`config.mk`:
```
export PLATFORM = sky130hd
export DESIGN_NAME = cpu_controller
export DESIGN_NICKNAME = d
export VERILOG_FILES = /design/src/rtl/cpu_controller_pkg.sv /design/src/rtl/cpu_ctrl_decode.sv /design/src/rtl/cpu_controller.sv
export SDC_FILE = /design/constraint.sdc
export NUM_CORES = 1
export LEC_CHECK = 0
export ABC_AREA = 0
export BUFFER_PORTS_ARGS = -buffer_cell sky130_fd_sc_hd__buf_4
export CAP_MARGIN = 5
export CORE_AREA = 2 2 39 41
export CTS_BUF_LIST = sky130_fd_sc_hd__clkbuf_4 sky130_fd_sc_hd__clkbuf_8
export DETAILED_ROUTE_END_ITERATION = 10
export DIE_AREA = 0 0 41 43
export PLACE_DENSITY = 0.51
export SLEW_MARGIN = 30
export SYNTH_ARGS = -nofsm -noshare
export SYNTH_HDL_FRONTEND = slang
export SYNTH_SLANG_ARGS = --single-unit
export TNS_END_PERCENT = 50
```
`constraint.sdc`:
```
create_clock -name clk -period 1.37 [get_ports clk]
set_input_delay 0.137 -clock clk [delete_from_list [all_inputs] [get_ports clk]]
set_output_delay 0.137 -clock clk [all_outputs]
set_load 0.03 [all_outputs]
```
`src/rtl/cpu_controller_pkg.sv`:
```
`default_nettype none
// ============================================================================
// Module   : cpu_controller_pkg
// Purpose  : Shared phase encodings, opcode constants and decode helpers for
//            the instruction sequencer and its strobe decoder.
// Ports    : none (package)
// Revision : 1.0 - initial release
// ============================================================================
package cpu_controller_pkg;

   // Eight-phase instruction cycle; all 3-bit encodings are assigned.
   typedef enum logic [2:0] {
      PHASE_INST_ADDR  = 3'd0,
      PHASE_INST_FETCH = 3'd1,
      PHASE_INST_LOAD  = 3'd2,
      PHASE_IDLE       = 3'd3,
      PHASE_OP_ADDR    = 3'd4,
      PHASE_OP_FETCH   = 3'd5,
      PHASE_ALU_OP     = 3'd6,
      PHASE_STORE      = 3'd7
   } phase_t;

   localparam logic [2:0] OPCODE_HLT = 3'd0;
   localparam logic [2:0] OPCODE_SKZ = 3'd1;
   localparam logic [2:0] OPCODE_ADD = 3'd2;
   localparam logic [2:0] OPCODE_AND = 3'd3;
   localparam logic [2:0] OPCODE_XOR = 3'd4;
   localparam logic [2:0] OPCODE_LDA = 3'd5;
   localparam logic [2:0] OPCODE_STO = 3'd6;
   localparam logic [2:0] OPCODE_JMP = 3'd7;

   // Opcodes whose operand is read from memory and routed through the ALU.
   function automatic logic is_aluop(input logic [2:0] op);
      return (op == OPCODE_ADD) || (op == OPCODE_AND) ||
             (op == OPCODE_XOR) || (op == OPCODE_LDA);
   endfunction

   function automatic phase_t next_phase(input phase_t ph);
      phase_t nxt;
      case (ph)
         PHASE_INST_ADDR:  nxt = PHASE_INST_FETCH;
         PHASE_INST_FETCH: nxt = PHASE_INST_LOAD;
         PHASE_INST_LOAD:  nxt = PHASE_IDLE;
         PHASE_IDLE:       nxt = PHASE_OP_ADDR;
         PHASE_OP_ADDR:    nxt = PHASE_OP_FETCH;
         PHASE_OP_FETCH:   nxt = PHASE_ALU_OP;
         PHASE_ALU_OP:     nxt = PHASE_STORE;
         default:          nxt = PHASE_INST_ADDR;
      endcase
      return nxt;
   endfunction

endpackage : cpu_controller_pkg
`default_nettype wire

```
`src/rtl/cpu_ctrl_decode.sv`:
```
`default_nettype none
// ============================================================================
// Module   : cpu_ctrl_decode
// Purpose  : Purely combinational strobe decoder for the instruction
//            sequencer: (phase, opcode, zero, halted) -> nine control strobes.
// Ports    : phase, opcode, zero, halted        - decode inputs
//            sel, rd, ld_ir, inc_pc, ld_pc,
//            ld_ac, wr, data_e, halt            - control strobes
// Revision : 1.0 - initial release
// ============================================================================
module cpu_ctrl_decode
   import cpu_controller_pkg::*;
(
   input  phase_t     phase,
   input  logic [2:0] opcode,
   input  logic       zero,
   input  logic       halted,
   output logic       sel,
   output logic       rd,
   output logic       ld_ir,
   output logic       inc_pc,
   output logic       ld_pc,
   output logic       ld_ac,
   output logic       wr,
   output logic       data_e,
   output logic       halt
);

   logic w_aluop;
   logic w_hlt;
   logic w_skz;
   logic w_sto;
   logic w_jmp;

   assign w_aluop = is_aluop(opcode);
   assign w_hlt   = (opcode == OPCODE_HLT);
   assign w_skz   = (opcode == OPCODE_SKZ);
   assign w_sto   = (opcode == OPCODE_STO);
   assign w_jmp   = (opcode == OPCODE_JMP);

   always_comb begin
      sel    = 1'b0;
      rd     = 1'b0;
      ld_ir  = 1'b0;
      inc_pc = 1'b0;
      ld_pc  = 1'b0;
      ld_ac  = 1'b0;
      wr     = 1'b0;
      data_e = 1'b0;
      halt   = 1'b0;
      if (halted) begin
         // A halted CPU asserts only halt, regardless of phase.
         halt = 1'b1;
      end else begin
         case (phase)
            PHASE_INST_ADDR: begin
               sel = 1'b1;
            end
            PHASE_INST_FETCH: begin
               sel = 1'b1;
               rd  = 1'b1;
            end
            PHASE_INST_LOAD, PHASE_IDLE: begin
               sel   = 1'b1;
               rd    = 1'b1;
               ld_ir = 1'b1;
            end
            PHASE_OP_ADDR: begin
               inc_pc = !w_hlt;
               halt   = w_hlt;
            end
            PHASE_OP_FETCH: begin
               rd = w_aluop;
            end
            PHASE_ALU_OP: begin
               // zero only matters here: SKZ skips the next word.
               rd     = w_aluop;
               inc_pc = w_skz & zero;
               ld_pc  = w_jmp;
               data_e = w_sto;
            end
            PHASE_STORE: begin
               rd     = w_aluop;
               ld_ac  = w_aluop;
               ld_pc  = w_jmp;
               wr     = w_sto;
               data_e = w_sto;
            end
            default: begin
               sel = 1'b1;
            end
         endcase
      end
   end

endmodule : cpu_ctrl_decode
`default_nettype wire

```
`src/rtl/cpu_controller.sv`:
```
`default_nettype none
// ============================================================================
// Module   : cpu_controller
// Purpose  : Eight-phase instruction sequencer. Holds the phase register,
//            the sticky halted flop and the optional memory-ready stall;
//            strobes are decoded combinationally by cpu_ctrl_decode.
// Config   : CPU_CTRL_STALL_EN - adds mem_rdy; INST_FETCH (and OP_FETCH for
//            ALU opcodes) hold while mem_rdy is low.
// Ports    : clk, rst_n (async, active-low), opcode, zero, [mem_rdy]
//            sel, rd, ld_ir, inc_pc, ld_pc, ld_ac, wr, data_e, halt
// Revision : 1.0 - initial release
// ============================================================================
module cpu_controller
   import cpu_controller_pkg::*;
(
   input  logic       clk,
   input  logic       rst_n,
   input  logic [2:0] opcode,
   input  logic       zero,
`ifdef CPU_CTRL_STALL_EN
   input  logic       mem_rdy,
`endif
   output logic       sel,
   output logic       rd,
   output logic       ld_ir,
   output logic       inc_pc,
   output logic       ld_pc,
   output logic       ld_ac,
   output logic       wr,
   output logic       data_e,
   output logic       halt
);

   phase_t r_phase;
   logic   r_halted;
   logic   w_stall;

`ifdef CPU_CTRL_STALL_EN
   assign w_stall = !mem_rdy &&
                    ((r_phase == PHASE_INST_FETCH) ||
                     ((r_phase == PHASE_OP_FETCH) && is_aluop(opcode)));
`else
   assign w_stall = 1'b0;
`endif

   always_ff @(posedge clk or negedge rst_n) begin
      if (!rst_n) begin
         r_phase  <= PHASE_INST_ADDR;
         r_halted <= 1'b0;
      end else if (r_halted) begin
         r_phase  <= r_phase;
      end else if ((r_phase == PHASE_OP_ADDR) && (opcode == OPCODE_HLT)) begin
         // Phase stays parked at OP_ADDR; the halted flag masks it anyway.
         r_halted <= 1'b1;
      end else if (!w_stall) begin
         r_phase  <= next_phase(r_phase);
      end
   end

   cpu_ctrl_decode u_decode (
      .phase  (r_phase),
      .opcode (opcode),
      .zero   (zero),
      .halted (r_halted),
      .sel    (sel),
      .rd     (rd),
      .ld_ir  (ld_ir),
      .inc_pc (inc_pc),
      .ld_pc  (ld_pc),
      .ld_ac  (ld_ac),
      .wr     (wr),
      .data_e (data_e),
      .halt   (halt)
   );

endmodule : cpu_controller
`default_nettype wire

```
==> results.yml, run 1 <==
synth:
  avgSynthCellArea_um2: 8.21
  synthCells: 34
  yosys_warnings: 0
  ys_seq_area_frac: 0.359
  postSynthNetCount: 40
  synth.distinct_cells: 19
  synth-seq-cells: 4
  syn_area_um2: 279
grt:
  grt_pass1_vias: 288
  grt_max_degree: 9
  grt-ovfl-total: 0
  antenna_found_initial: 0
  grt_pass1_wl_um: 1150
  grt_usage: 0.103
job:
  cap_viol_max_count: 0
timing:
  fin_crit_sh: 1.15
  rsz0062_at_grt: "true"
  worstMarginPinSlew_ns: 0.312
  clock_skew_ns: 0.00343
  clock.fmax_mhz: 635
  period_minus_slack_ns: 1.57
  setup_viol: 5
  hold_viol: 0
  slew_headroom: 0.790
  setup_ws_ns: -0.205
  drv_slew: 0
run_status:
  status: "complete, but fails checks"
  violations: "setup timing"
clocking:
  cts.sinks: 4
  cts_made_buffers: 3
  cts_tree: "done"
  htreeDepth: 1
  clkSlewWorstSetupHoldPaths_ns: 0.04
  worstSkewPairLatency_ns: 0.23
  clock-root-buffer: "clkbuf_4"
  clk_path_buf_depth: 2
placed_design:
  numPortBuffers: 14
  dp_cells: 66
  place_hpwl_um: 623
  placed_area_um2: 442
  place.gp.congestion: 0.704
drt:
  dr_total_vias: 307
  dr.first_iter.drc_count: 4
  viasPerCell: 4.32
  dr.pass1.iters: 4
  drc: 0
  drt-total-wl_um: 776
  wl_per_cell_um: 10.9
  ant_nets: 0
floorplan:
  die-area_um2: 1760
  coreArea_um2: 1380
  ios: 15
  die_w_um: 41
  rows: 14
  initial_core_util: 0.202
  die_h_um: 43
critical_path:
  critPathCaptureType: "output pin"
  path_max_fanout: 2
  worst_setup_path_start_kind: "register"
  worst-endpoint-required_ns: 1.23
  critical_path_arrival_ns: 1.44
  worstSetupPathType: "register to output pin"
power_and_ir_drop:
  peakVddDrop_v: 0.000876
  p_per_area_nw_per_um2: 2160
  p_leak_nw: 0.247
final_layout:
  insertedDiodeCount: 0
  layout_commonest_cell: "buf_4"
  final_util: 0.396
  syn_to_final_growth_pct: 96.4
  layout.nets: 63
  finalInstanceArea_um2: 548
  layout_common_cells: "13 x buf_4, 6 x buf_6, 4 x dfrtp_1"
  nFillCells: 158
  drive_above_1_share: 0.618
  instances_no_fill: 71
min_path:
  hp-class: "input port to asynchronous set/reset pin"
-- metrics by stage --
stage | setup slack [ns] | setup TNS, ns | power (mW) | hold WS, ns
after floorplan | -0.119 | -0.381 | 0.661 | -0.159
final | -0.205 | -0.489 | 1.19 | 0.233
after CTS | -0.226 | -0.532 | 1.14 | 0.223
after global routing | -0.266 | -0.807 | 1.28 | 0.239
after detailed placement | 0.00505 | 0 | 0.900 | -0.0641
after global placement | -0.0153 | -0.0153 | 0.897 | -0.0609
-- critical path, cell delays in order, from the launching register on --
cell and delay, ns:
dfrtp_1 0.36, nand3b_1 0.15, or4_1 0.42, a21oi_2 0.15, buf_6 0.14
-- layer usage --
| layer | part of all wire | GRT usage |
|---|---|---|
| met5 | 0 | 0 |
| met4 | 0.013 | 0.100 |
| met3 | 0.081 | 0.0366 |
| met2 | 0.49 | 0.147 |
| met1 | 0.41 | 0.107 |
-- flip-flops by register name (all words and copies together) (netlist names) --
signal    flops
r_phase       3
r_halted      1
-- where the power goes --
part           leakage [nW]  total [mW]  switching (mW)  internal (mW)
sequential           0.0464       0.217          0.0344          0.182
clock                0.0138       0.141          0.0432         0.0976
combinational         0.187       0.829           0.444          0.385
-- logic make-up after synthesis --
group	Yosys count	share of synthesized area
AND/OR/NAND/NOR	19	0.368
flip-flops	4	0.359
XOR/XNOR	3	0.0942
AO/OA/AOI/OAI	4	0.108
buffers and inverters	4	0.0718
-- cells in the mapped netlist, drive strengths merged --
| cell | n | area [µm²] |
|---|---|---|
| dfrtp | 4 | 100 |
| nand2 | 4 | 17.5 |
| nor2 | 4 | 15.0 |
| nor3 | 3 | 15.0 |
| xnor2 | 3 | 26.3 |
| buf | 2 | 12.5 |
| inv | 2 | 7.51 |
| nand2b | 2 | 12.5 |
| nor3b | 2 | 15.0 |
| a211oi | 1 | 7.51 |
| a21o | 1 | 7.51 |
| a21oi | 1 | 5.00 |
| a311o | 1 | 10.0 |
| nand3b | 1 | 7.51 |
| or2 | 1 | 6.26 |
| or3 | 1 | 6.26 |
| or4 | 1 | 7.51 |
-- layout make-up --
type,instances,area (µm²),share of cell area
Timing Repair Buffer,20,175,0.320
Clock buffer,3,22.5,0.0411
Tap cell,16,20.0,0.0365
Multi-Input combinational cell,26,223,0.406
Inverter,2,7.51,0.0137
Sequential cell,4,100,0.183
-- worst paths after layout --
check,startpoint,end,slack [ns],cells past startpoint
max,r_phase[0],inc_pc,-0.20,4
min,rst_n,r_phase[2],0.23,2
max reg2reg,r_halted,r_phase[2],0.18,4
min reg2reg,r_phase[1],r_phase[1],0.61,2
max in group asynchronous,rst_n,r_halted,1.03,2
min in group clk,opcode[2],r_halted,0.44,4
-- repair_timing --
item | CTS | global route
hold buffers | 1 | 0
gates resized for setup | 9 | 6
endpoints found under the hold margin | 4 | 0
buffers inserted | 0 | 1
pin swaps | 2 | 1
setup endpoints to repair | 6 | 8
No activity file was read; power rests on OpenSTA's default activity.
==> inputs of run 2 (changes only) <==
--- a/config.mk
+++ b/config.mk
@@ -8,10 +8,10 @@
 export ABC_AREA = 0
 export BUFFER_PORTS_ARGS = -buffer_cell sky130_fd_sc_hd__buf_4
 export CAP_MARGIN = 5
-export CORE_AREA = 2 2 39 41
+export CORE_AREA = 10 10 47 49
 export CTS_BUF_LIST = sky130_fd_sc_hd__clkbuf_4 sky130_fd_sc_hd__clkbuf_8
 export DETAILED_ROUTE_END_ITERATION = 10
-export DIE_AREA = 0 0 41 43
+export DIE_AREA = 0 0 57 59
 export PLACE_DENSITY = 0.51
 export SLEW_MARGIN = 30
 export SYNTH_ARGS = -nofsm -noshare
==> run 2 against run 1 <==
  * Via count grew 2.9%
  * The run still ends with setup timing left
  * Register-to-register slack is essentially flat
  * Global-route usage shrank 4.5 points
  * Clock power is essentially flat
  * Final area grew 0.23%
  * Critical path type unchanged
==> results.yml, run 2 (synthesis results as in run 1) <==
clocking:
  cts_tree: "done"
  clock-root-buffer: "clkbuf_4"
  cts.sinks: 4
  worstSkewPairLatency_ns: 0.23
  clk_path_buf_depth: 2
  htreeDepth: 1
  cts_made_buffers: 3
  clkSlewWorstSetupHoldPaths_ns: 0.04
critical_path:
  worst_setup_path_start_kind: "register"
  worstSetupPathType: "register to output pin"
  rr_startpoint: "r_halted"
  critPathCaptureType: "output pin"
  rrSetupSlack_ns: 0.18
  r2r_cells: 4
  r2r_end: "r_phase[2]"
  critical_path_arrival_ns: 1.44
  path_max_fanout: 3
  worst-endpoint-required_ns: 1.23
floorplan:
  die_h_um: 59
  coreArea_um2: 1400
  ios: 15
  rows: 14
  die_w_um: 57
  initial_core_util: 0.199
  die-area_um2: 3360
drt:
  drt-total-wl_um: 948
  viasPerCell: 4.39
  ant_nets: 0
  drc: 0
  dr.first_iter.drc_count: 2
  dr_total_vias: 316
  wl_per_cell_um: 13.2
  dr.pass1.iters: 4
power_and_ir_drop:
  peakVddDrop_v: 0.000877
  combPwrFrac: 0.700
  intPower_mw: 0.683
  p_per_area_nw_per_um2: 2200
  p_leak_nw: 0.251
  p_clk_frac: 0.117
  p_sw_frac: 0.436
  p_seq_frac: 0.183
  p_sw_mw: 0.528
final_layout:
  syn_to_final_growth_pct: 96.9
  insertedDiodeCount: 0
  largest-register: "r_phase"
  drive_above_1_share: 0.607
  layout_commonest_cell: "buf_4"
  largestRegisters: "r_phase (3), r_halted (1)"
  instances_no_fill: 72
  largest_reg_flops: 3
  layout_common_cells: "15 x buf_4, 5 x buf_6, 4 x dfrtp_1"
  layout.nets: 64
timing:
  clock_skew_ns: 0.00595
  setup_viol: 6
  slew_headroom: 0.771
  drv_slew: 0
  timing.hold.ws_ns: 0.238
  hold_viol: 0
  rsz0062_at_grt: "true"
  period_minus_slack_ns: 1.58
  fin_crit_sh: 1.15
  setup_ws_ns: -0.206
  worstMarginPinSlew_ns: 0.342
  clock.fmax_mhz: 634
placed_design:
  place.gp.congestion: 0.692
  dp_cells: 66
  place_hpwl_um: 720
  numPortBuffers: 14
min_path:
  hp-class: "input port to asynchronous set/reset pin"
grt:
  grt_pass1_vias: 348
  grt_max_degree: 9
  antenna_found_initial: 0
  grt_pass1_wl_um: 1500
  grt_usage: 0.0581
  grt-ovfl-total: 0
run_status:
  violations: "setup timing"
  status: "complete, but fails checks"
job:
  cap_viol_max_count: 0
run 2: cell count changes in the layout (fill, tap and decap cells not counted):
cell	before	now
buf_4	13	15
buf_6	6	5
nor2_1	2	3
nor2_2	1	0
run 2: final cells by class:
cell class,instances,area [µm²]
clock buffer,3,22.5
fill,157,852
sequential,4,100
inverter,2,7.51
multi-input combinational,26,220
tap,16,20.0
timing repair buffer,21,179
run 2: per-stage QoR:
stage	instance area, µm²	setup TNS (ns)	setup slack [ns]	utilization	power [mW]
3_3_place_gp	442	-0.0131	-0.0131	0.315	0.910
3_5_place_dp	442	-0.00912	-0.00912	0.315	0.906
4_1_cts	517	-0.623	-0.227	0.369	1.17
2_1_floorplan	299	-0.381	-0.119	-	0.661
6_report	549	-0.680	-0.206	0.392	1.21
5_1_grt	549	-1.08	-0.253	0.392	1.29
run 2: critical path, stage by stage, from the launching register on:
cell and delay (ns):
dfrtp_1 0.36, nand2_2 0.07, or4_1 0.48, a21oi_2 0.15
buf_6 0.14
run 2: how the worst max path moves through the flow:
stage	from	end	slack, ns
global placement	r_phase[0]	inc_pc	-0.01
detailed placement	r_phase[1]	inc_pc	-0.009
global route	r_phase[1]	inc_pc	-0.25
finish	r_phase[1]	inc_pc	-0.21
CTS	r_phase[0]	inc_pc	-0.23
floorplan	r_halted	data_e	-0.12
run 2: timing repair:
| action | in CTS | in global routing |
|---|---|---|
| pin swaps | 4 | 3 |
| hold buffers | 1 | 0 |
| endpoints found under the hold margin | 4 | 0 |
| resized for setup | 7 | 6 |
| setup buffers | 1 | 1 |
| endpoints found under the setup margin | 6 | 8 |
run 2: layer usage:
layer,vias up,GRT usage,part of all wire
met4,0,0.0503,0
met1,146,0.0538,0.46
met2,11,0.0961,0.48
met5,-,0,0
met3,0,0.0258,0.061
li1,159,-,-
run 2: power groups by stage:
stage               clock network, mW  logic, mW  registers (mW)
finish                          0.142      0.847           0.221
global route                    0.153      0.910           0.228
CTS                             0.153      0.798           0.217
detailed placement                  0      0.689           0.217
global placement                    0      0.691           0.220
floorplan                           0      0.435           0.226
==> inputs of run 3 (changes only) <==
--- a/config.mk
+++ b/config.mk
@@ -6,7 +6,7 @@
 export NUM_CORES = 1
 export LEC_CHECK = 0
 export ABC_AREA = 0
-export BUFFER_PORTS_ARGS = -buffer_cell sky130_fd_sc_hd__buf_4
+export BUFFER_PORTS_ARGS = -buffer_cell sky130_fd_sc_hd__buf_2
 export CAP_MARGIN = 5
 export CORE_AREA = 10 10 47 49
 export CTS_BUF_LIST = sky130_fd_sc_hd__clkbuf_4 sky130_fd_sc_hd__clkbuf_8
==> run 3 against run 2 <==
  * The flow still finishes with violations (setup timing)
  * Final area fell by 8.4%
  * Setup slack barely moved
  * Sequential share of layout area rose by 1.7 points
  * Largest cell class unchanged
==> results.yml, run 3 (synthesis results as in run 1) <==
run_status:
  status: "complete, but fails checks"
  violations: "setup timing"
timing:
  clock_skew_ns: 0.000502
  fin_crit_sh: 1.15
  setup_viol: 5
  slew_headroom: 0.802
  setup_ws_ns: -0.206
  drv_slew: 0
  timing.hold.ws_ns: 0.237
  setup_tns_ns: -0.493
  clock.fmax_mhz: 635
  worstMarginPinSlew_ns: 0.295
  period_minus_slack_ns: 1.58
  hold_viol: 0
  rsz0062_at_grt: "true"
power_and_ir_drop:
  p_seq_frac: 0.196
  p_clk_frac: 0.127
  p_leak_nw: 0.238
  p_sw_mw: 0.487
  intPower_mw: 0.618
  p_per_area_nw_per_um2: 2200
  p_sw_frac: 0.441
  combPwrFrac: 0.677
  peakVddDrop_v: 0.000879
critical_path:
  cp_slowest_stage_delay_ns: 0.42
  critical_path_arrival_ns: 1.44
  worst-endpoint-required_ns: 1.23
  rr_startpoint: "r_halted"
  worst_setup_path_start_kind: "register"
  r2r_end: "r_phase[2]"
  worstSetupPathType: "register to output pin"
  crit_chain: "nand3b_1 -> or4_4 -> a21oi_2 -> buf_6"
  rrSetupSlack_ns: 0.15
  path_max_fanout: 2
  path_buf_inv: 1
  crit_path_top_delay_cell: "or4_4"
  critPathCaptureType: "output pin"
  crit_family: "simple AND/OR/NAND/NOR gates"
  r2r_cells: 4
final_layout:
  layout.nets: 63
  drive_above_1_share: 0.582
  syn_to_final_growth_pct: 80.3
  layout_commonest_cell: "buf_4"
  layout_common_cells: "8 x buf_4, 7 x buf_2, 4 x buf_6, 4 x dfrtp_1"
  insertedDiodeCount: 0
  largest_reg_flops: 3
  instances_no_fill: 71
  largestRegisters: "r_phase (3), r_halted (1)"
  largest-register: "r_phase"
clocking:
  worstSkewPairLatency_ns: 0.23
  cts_made_buffers: 3
  clock-root-buffer: "clkbuf_4"
  cts.sinks: 4
  cts_tree: "done"
  clkSlewWorstSetupHoldPaths_ns: 0.04
  htreeDepth: 1
  clk_path_buf_depth: 2
  cts_setup_buffers: 0
placed_design:
  numPortBuffers: 14
  place_ws_ns: -0.00437
  dp_cells: 67
  place_hpwl_um: 642
  place.gp.congestion: 0.679
grt:
  grt_usage: 0.0482
  grt_max_degree: 9
  grt_pass1_vias: 317
  antenna_found_initial: 0
  grt-ovfl-total: 0
  grt_pass1_wl_um: 1320
job:
  cap_viol_max_count: 0
floorplan:
  initial_core_util: 0.199
  coreArea_um2: 1400
  die-area_um2: 3360
  ios: 15
  die_w_um: 57
  die_h_um: 59
  rows: 14
drt:
  wl_met3_um: 73
  drc: 0
  drt-met1-wl_um: 364
  ant_nets: 0
  maxUsedRoutingLayer: "met3"
  met2WireLength_um: 342
  dr_total_vias: 309
  dr.first_iter.drc_count: 2
  viasPerCell: 4.35
  drt-total-wl_um: 780
  wl_per_cell_um: 11.0
  dr.pass1.iters: 3
min_path:
  hp-class: "input port to asynchronous set/reset pin"
==> run 3: repair_timing <==
action / 4_1_cts / 5_1_grt
hold buffers: 1 / 0
pin swaps: 1 / 2
resized for setup: 10 / 6
hold endpoints to repair: 4 / 0
endpoints found under the setup margin: 6 / 7
==> run 3: power by group through the flow <==
| stage | Combinational [mW] | Clock [mW] | Sequential [mW] |
|---|---|---|---|
| after floorplan | 0.435 | 0 | 0.226 |
| after global placement | 0.669 | 0 | 0.215 |
| after detailed placement | 0.662 | 0 | 0.216 |
| after CTS | 0.738 | 0.150 | 0.215 |
| after global routing | 0.806 | 0.152 | 0.225 |
| final | 0.748 | 0.140 | 0.217 |
==> run 3: area by class of cell <==
| type | count | area [µm²] |
|---|---|---|
| fill | 161 | 898 |
| tap | 16 | 20.0 |
| sequential | 4 | 100 |
| timing repair buffer | 20 | 150 |
| clock buffer | 3 | 22.5 |
| multi-input combinational | 26 | 203 |
| inverter | 2 | 7.51 |
==> run 3: through the flow <==
step / total power [mW] / instance area [µm²] / utilization
CTS: 1.10 / 482 / 0.344
floorplan: 0.661 / 299 / -
finish: 1.10 / 503 / 0.359
global route: 1.18 / 503 / 0.359
global placement: 0.884 / 414 / 0.296
detailed placement: 0.878 / 414 / 0.296
==> run 3: routing by layer <==
metal | track usage | vias up
li1 | - | 158
met5 | 0 | -
met4 | 0.0403 | 0
met1 | 0.0541 | 140
met3 | 0.0258 | 0
met2 | 0.0651 | 11
==> run 3: how the worst max path moves through the flow <==
stage	cells after the start	start	to
finish	4	r_phase[0]	inc_pc
global route	4	r_phase[0]	inc_pc
CTS	4	r_phase[0]	inc_pc
detailed placement	4	r_phase[0]	inc_pc
global placement	4	r_phase[2]	wr
floorplan	3	r_halted	data_e
